[src/rtl/bats_pitch_encoder.sv]
// BATS PITCH Sequenced Unit encoder: one command in, one header+message unit out on a 64-bit byte-enabled stream.
// Optional `BATS_ENC_AUTO_TIME_EN inserts a standalone Time unit whenever the command's seconds value changes.
module bats_pitch_encoder #(
   parameter logic [7:0]  UNIT_ID  = 8'h01,
   parameter logic [31:0] INIT_SEQ = 32'h00000001
) (
   input  logic        Clk40,
   input  logic        reset,
   input  logic        in_clear,
   input  logic        in_cmd_valid,
   output logic        out_cmd_ready,
   input  logic [7:0]  in_cmd_type,
   input  logic [31:0] in_seconds,
   input  logic [31:0] in_time_offset_ns,
   input  logic [63:0] in_order_id,
   input  logic [7:0]  in_side,
   input  logic [15:0] in_quantity,
   input  logic [47:0] in_symbol,
   input  logic [15:0] in_price,
   input  logic [31:0] in_executed_qty,
   input  logic [63:0] in_execution_id,
   input  logic        in_ready_for_output,
   output logic        out_data_valid,
   output logic [63:0] out_bytes,
   output logic [7:0]  out_byte_enables,
   output logic        out_bad_type
);

   typedef enum logic [1:0] {IDLE, SEND_TIME, SEND} state_t;

   function automatic logic [15:0] le16(input logic [15:0] x);
      return {x[7:0], x[15:8]};
   endfunction
   function automatic logic [31:0] le32(input logic [31:0] x);
      return {x[7:0], x[15:8], x[23:16], x[31:24]};
   endfunction
   function automatic logic [63:0] le64(input logic [63:0] x);
      return {le32(x[31:0]), le32(x[63:32])};
   endfunction

   state_t       r_state;
   logic         r_ready, r_valid, r_bad, r_tlast;
   logic [63:0]  r_bytes, r_tbeat;
   logic [7:0]   r_be, r_lbe;
   logic [31:0]  r_seq;
   logic [319:0] r_buf;
   logic [2:0]   r_left, r_nb;

   logic [319:0] w_unit;
   logic         w_known, w_ins;
   logic [2:0]   w_nb;
   logic [7:0]   w_lbe;

   // Unit image with byte 0 at the top; the sequence field is left zero and spliced in at send time.
   always_comb begin
      w_unit  = '0;
      w_known = 1'b1;
      w_nb    = 3'd5;
      w_lbe   = 8'hC0;
      case (in_cmd_type)
         8'h20: begin
            w_unit[319:192] = {8'h0E, 8'h00, 8'h01, UNIT_ID, 32'h0, 8'h06, 8'h20, le32(in_seconds), 16'h0};
            w_nb  = 3'd2;
            w_lbe = 8'hFC;
         end
         8'h22: w_unit[319:48] = {8'h22, 8'h00, 8'h01, UNIT_ID, 32'h0, 8'h1A, 8'h22, le32(in_time_offset_ns),
                                  le64(in_order_id), in_side, le16(in_quantity), in_symbol, le16(in_price), 8'h00};
         8'h23: w_unit[319:48] = {8'h22, 8'h00, 8'h01, UNIT_ID, 32'h0, 8'h1A, 8'h23, le32(in_time_offset_ns),
                                  le64(in_order_id), le32(in_executed_qty), le64(in_execution_id)};
         8'h29: begin
            w_unit[319:144] = {8'h16, 8'h00, 8'h01, UNIT_ID, 32'h0, 8'h0E, 8'h29, le32(in_time_offset_ns),
                               le64(in_order_id)};
            w_nb  = 3'd3;
            w_lbe = 8'hFC;
         end
         default: w_known = 1'b0;
      endcase
   end

`ifdef BATS_ENC_AUTO_TIME_EN
   logic [31:0] r_lsec;
   logic        r_lsec_vld;
   assign w_ins = w_known && (in_cmd_type != 8'h20) && (!r_lsec_vld || in_seconds != r_lsec);
   always_ff @(posedge Clk40 or posedge reset) begin
      if (reset) begin
         r_lsec     <= '0;
         r_lsec_vld <= 1'b0;
      end else if (in_clear) begin
         r_lsec_vld <= 1'b0;
      end else if (r_state == IDLE && r_ready && in_cmd_valid && (in_cmd_type == 8'h20 || w_ins)) begin
         r_lsec     <= in_seconds;
         r_lsec_vld <= 1'b1;
      end
   end
`else
   assign w_ins = 1'b0;
`endif

   always_ff @(posedge Clk40 or posedge reset) begin
      if (reset) begin
         r_state <= IDLE;  r_ready <= 1'b0;  r_valid <= 1'b0;  r_bad <= 1'b0;
         r_bytes <= '0;    r_be    <= '0;    r_seq   <= INIT_SEQ;
         r_buf   <= '0;    r_left  <= '0;    r_nb    <= '0;    r_lbe <= '0;
         r_tbeat <= '0;    r_tlast <= 1'b0;
      end else if (in_clear) begin
         r_state <= IDLE;  r_ready <= 1'b0;  r_valid <= 1'b0;  r_bad <= 1'b0;
         r_bytes <= '0;    r_be    <= '0;    r_seq   <= INIT_SEQ;
      end else begin
         r_bad <= 1'b0;
         case (r_state)
            IDLE: begin
               r_ready <= 1'b1;
               if (in_cmd_valid && r_ready) begin
                  if (!w_known) begin
                     r_bad <= 1'b1;
                  end else begin
                     r_ready <= 1'b0;
                     r_valid <= 1'b1;
                     r_be    <= 8'hFF;
                     r_nb    <= w_nb;
                     r_lbe   <= w_lbe;
                     if (w_ins) begin
                        r_state <= SEND_TIME;
                        r_buf   <= w_unit;
                        r_bytes <= {8'h0E, 8'h00, 8'h01, UNIT_ID, le32(r_seq)};
                        r_tbeat <= {8'h06, 8'h20, le32(in_seconds), 16'h0};
                        r_tlast <= 1'b0;
                     end else begin
                        r_state <= SEND;
                        r_bytes <= {w_unit[319:288], le32(r_seq)};
                        r_buf   <= w_unit << 64;
                        r_left  <= w_nb - 3'd1;
                     end
                  end
               end
            end
            SEND_TIME: if (in_ready_for_output) begin
               if (!r_tlast) begin
                  r_bytes <= r_tbeat;
                  r_be    <= 8'hFC;
                  r_tlast <= 1'b1;
               end else begin
                  // Time unit done: it took r_seq, so the message header carries the next number.
                  r_seq   <= r_seq + 32'd1;
                  r_state <= SEND;
                  r_bytes <= {r_buf[319:288], le32(r_seq + 32'd1)};
                  r_be    <= 8'hFF;
                  r_buf   <= r_buf << 64;
                  r_left  <= r_nb - 3'd1;
               end
            end
            SEND: if (in_ready_for_output) begin
               if (r_left == 3'd0) begin
                  r_state <= IDLE;
                  r_ready <= 1'b1;
                  r_valid <= 1'b0;
                  r_bytes <= '0;
                  r_be    <= '0;
                  r_seq   <= r_seq + 32'd1;
               end else begin
                  r_bytes <= r_buf[319:256];
                  r_buf   <= r_buf << 64;
                  r_left  <= r_left - 3'd1;
                  r_be    <= (r_left == 3'd1) ? r_lbe : 8'hFF;
               end
            end
            default: r_state <= IDLE;
         endcase
      end
   end

   assign out_cmd_ready    = r_ready;
   assign out_data_valid   = r_valid;
   assign out_bytes        = r_bytes;
   assign out_byte_enables = r_be;
   assign out_bad_type     = r_bad;

endmodule

[config.mk]
export PLATFORM = sky130hd
export DESIGN_NAME = bats_pitch_encoder
export DESIGN_NICKNAME = d
export VERILOG_FILES = /design/src/rtl/bats_pitch_encoder.sv
export SDC_FILE = /design/constraint.sdc
export NUM_CORES = 1
export LEC_CHECK = 0
export CAP_MARGIN = 0
export CORE_ASPECT_RATIO = 0.9
export CORE_MARGIN = 2
export CORE_UTILIZATION = 51
export CTS_BUF_LIST = sky130_fd_sc_hd__clkbuf_2 sky130_fd_sc_hd__clkbuf_4 sky130_fd_sc_hd__clkbuf_8
export DETAILED_ROUTE_END_ITERATION = 10
export PLACE_DENSITY = 0.83
export SLEW_MARGIN = 10
export SYNTH_ARGS = -nofsm -noshare
export SYNTH_HDL_FRONTEND = slang
export SYNTH_SLANG_ARGS = --single-unit
[constraint.sdc]
create_clock -name Clk40 -period 11.4 [get_ports Clk40]
set_clock_uncertainty 0.2 [all_clocks]
set_input_delay 1.71 -clock Clk40 [delete_from_list [all_inputs] [get_ports Clk40]]
set_output_delay 1.71 -clock Clk40 [all_outputs]
set_load 0.02 [all_outputs]
==> results.tsv <==
metric	value	unit
Post-synth EDFFs	0	
ratio of cells with drive above 1 in the final layout	0.0869	
Vias	14600	
DIE AREA	0.0323	sq mm
setup TNS	0	ns
drt initial violations	1687	
CP max-delay cell	buf_4	
CORE AREA	0.0307	sq mm
Fillers	2418	
Logic pwr share	0.137	
Critical Path Most Common Cell	buf_4	
port bufs	399	
Hold Buf Count CTS	0	
fraction of power consumed by sequential logic	0.454	
Critical Path Max Stage Delay	0.74	ns
Net Sw Frac	0.257	
critical path arrival	5.31	ns
Seq/Total Area, Yosys	0.500	
Unique masters post-synth	54	
Most used DFF post-synth	dfrtp_1	
net count after synthesis	1981	
htree depth	2	
largest net degree at the start of global routing	139	
clk_lat worst skew	0.57	ns
CP Capture Type	flop	
Initial Util	0.514	
gr ovfl total	0	
Die H	171	um
pwr dens	122	mW/mm^2
Syn Inst Count	1652	
reg2reg start	out_data_valid	
Final nets	2280	
crit path cell chain	clkdlybuf4s50_1 -> buf_4 -> xnor2_1 -> a21oi_4 -> or2_4 -> buf_4 -> buf_4 -> o21ai_0	
Fmax	196	MHz
# DRC	0	
CTS Sinks	315	
# IOs	400	
mapped cell area	0.0158	sq mm
final clock period utilization by the worst path	0.449	
max-slew violation count	0	
Post-synth ARST share	1.00	
number of global-route vias before repair	13900	
CP startpoint kind	input pin	
GPL Wtd Cong	0.935	
die width	189	um
1st-pass router iterations	7	
Worst-Margin Slew	1.25	ns
first-pass GRT wire length	76.2	mm
placed cells	2306	
Critical Path Start	in_cmd_type[3]	
antenna violations before repair	4	
hold crit path type	flop to flop	
clock-pin slew on the worst setup and hold paths	0.06	ns
drt wl/cell	20.6	um
CTS max path bufs	3	
status	completed	
CTS tree	yes	
Avg Inst Size Synth	9.54	sq um
Pleak	0.00815	uW
cell row count	61	
number of buffers created by CTS	52	
Total GRT Usage	0.300	
CP Max Fanout	85	
internal power	1880	uW
clock share of power	0.410	
fin cells	2402	
critical path start-end classification	input pin to flop	
Seq cells post-synth	315	
peak supply drop	0.0741	mV
Synthesis Warnings	0	
Synth-to-Final Area Change	32.1	%
Critical Path RT	11.60	ns
max-capacitance violation count	0	
Power, Total	2530	uW
post-route ant nets	0	
HPWL after DPL	33.7	mm
hold_sp	r_lbe[6]	
Final Hold Fails	0	
number of gates resized after CTS	0	
normalized max-slew margin	0.166	
Tmin final	5.11	ns
final-report setup violation count	0	
Post-CTS Setup Bufs	0	
NetSw	651	uW
CTS root buffer	clkbuf_8	
total wire length	49.5	mm
unrepaired setup endpoints after global routing	no	
Vias/cell	6.06	
==> final cells by class <==
type / count / area (sq um) / area share
Sequential cell: 315 / 7890 / 0.379
Tap cell: 409 / 512 / 0.0246
Clock buffer: 86 / 1080 / 0.0517
Antenna cell: 2 / 5.00 / 0.000240
Clock inverter: 8 / 40.0 / 0.00192
Multi-Input combinational cell: 1144 / 7070 / 0.340
Inverter: 16 / 67.6 / 0.00324
Timing Repair Buffer: 422 / 4160 / 0.200
==> power groups by stage <==
| stage | registers (uW) | clock network [uW] | logic [uW] |
|---|---|---|---|
| after CTS | 1150 | 1050 | 345 |
| final | 1150 | 1040 | 346 |
| after global placement | 1170 | 0 | 341 |
| after global routing | 1150 | 1100 | 374 |
| after detailed placement | 1170 | 0 | 344 |
| after floorplan | 1170 | 0 | 170 |
==> logic make-up (layout without fill, tap and decap cells) <==
logic type,count (synthesis),in the layout,share of synthesized area
xor+xnor,21,21,0.0117
flops,315,315,0.500
buf+inv,193,532,0.0550
mux,90,90,0.0598
fa+ha+maj,4,4,0.00317
simple gates,264,264,0.0799
compound gates,765,765,0.290
other cells,0,2,0
==> worst paths after layout <==
check / endpoint / slack (ns) / cells past startpoint
worst max-delay path: r_buf[194] / 6.29 / 8
worst min-delay path: r_lbe[6] / 0.27 / 1
worst max register to register: r_buf[194] / 7.55 / 8
worst min register to register: r_lbe[6] / 0.27 / 1
max in group asynchronous: r_buf[216] / 8.00 / 3
min in group asynchronous: out_bytes[35] / 1.46 / 2
==> layer usage <==
metal | part of all wire | global-route usage | vias to the layer above | wire [um]
met3 | 0.083 | 0.0509 | 104 | 4130
met2 | 0.47 | 0.472 | 724 | 23200
met4 | 0.034 | 0.113 | 0 | 1670
li1 | - | - | 6707 | -
met5 | 0 | 0 | - | 0
met1 | 0.41 | 0.419 | 7020 | 20500
==> through the flow <==
step / cell area [sq um] / worst slack (ns) / utilization / hold slack, ns
after floorplan: 15800 / 0.777 / - / 0.228
after global placement: 19700 / 5.88 / 0.642 / 0.243
after detailed placement: 19700 / 5.82 / 0.642 / 0.253
after CTS: 20800 / 6.40 / 0.678 / 0.267
after global routing: 20800 / 6.08 / 0.679 / 0.290
final: 20800 / 6.29 / 0.679 / 0.269
==> synth_stat cells, types with 5 or more instances <==
master / number / area [sq um]
o21ai_0: 408 / 2040
dfrtp_1: 314 / 7860
a22oi_1: 135 / 1010
clkbuf_1: 130 / 488
nand2_1: 116 / 435
o31ai_1: 62 / 465
mux2i_1: 57 / 571
a21oi_1: 55 / 275
nand3_1: 49 / 245
a32oi_1: 34 / 298
mux2_2: 33 / 372
a21boi_0: 31 / 233
nor2_1: 31 / 116
buf_2: 24 / 120
o21ai_1: 23 / 115
inv_1: 16 / 60.1
xnor2_1: 16 / 140
buf_4: 12 / 90.1
nor3_1: 10 / 50.1
buf_6: 9 / 101
or3_1: 9 / 56.3
nor2b_1: 8 / 50.1
nand2b_1: 6 / 37.5
nor4_1: 6 / 37.5
and2_1: 5 / 31.3
nand4_1: 5 / 31.3
xor2_1: 5 / 43.8
==> sequential cells by signal, summed over array words and instances (netlist names) <==
| signal | count |
|---|---|
| out_data_valid | 1 |
| r_lbe | 2 |
| out_bad_type | 1 |
| r_buf | 208 |
| out_byte_enables | 3 |
| r_seq | 32 |
| out_cmd_ready | 1 |
| out_bytes | 64 |
| r_left | 3 |
==> worst max-delay path, delay by kind of cell <==
kind	cells	cell delay, ns
xor+xnor	1	0.30
simple gates	1	0.48
compound gates	2	0.42
buf+inv	4	2.32
==> placed cells by master (no fill, tap or decap), drive strengths merged, types with 2 or more instances in the layout <==
cell           instances
and2                   5
nor2                  32
inv                   16
nand2b                 6
o31ai                 62
a21oi                 55
o21bai                 2
a31oi                  4
a21boi                31
nor4                   6
or2                    2
nand3                 49
mux2i                 57
o2111ai                3
nor4bb                 2
dfrtp                314
nor2b                  8
a32oi                 34
or4b                   2
a311oi                 2
nor3                  11
diode                  2
clkinv                 8
nand4                  5
mux2                  33
or4                    2
clkdlybuf4s50        397
o21ai                432
nand2                116
nor4b                  2
or3                   10
ha                     4
clkbuf                86
a22oi                135
xnor2                 16
buf                   25
xor2                   5
and4                   3
Power figures use the tool's default switching activity.
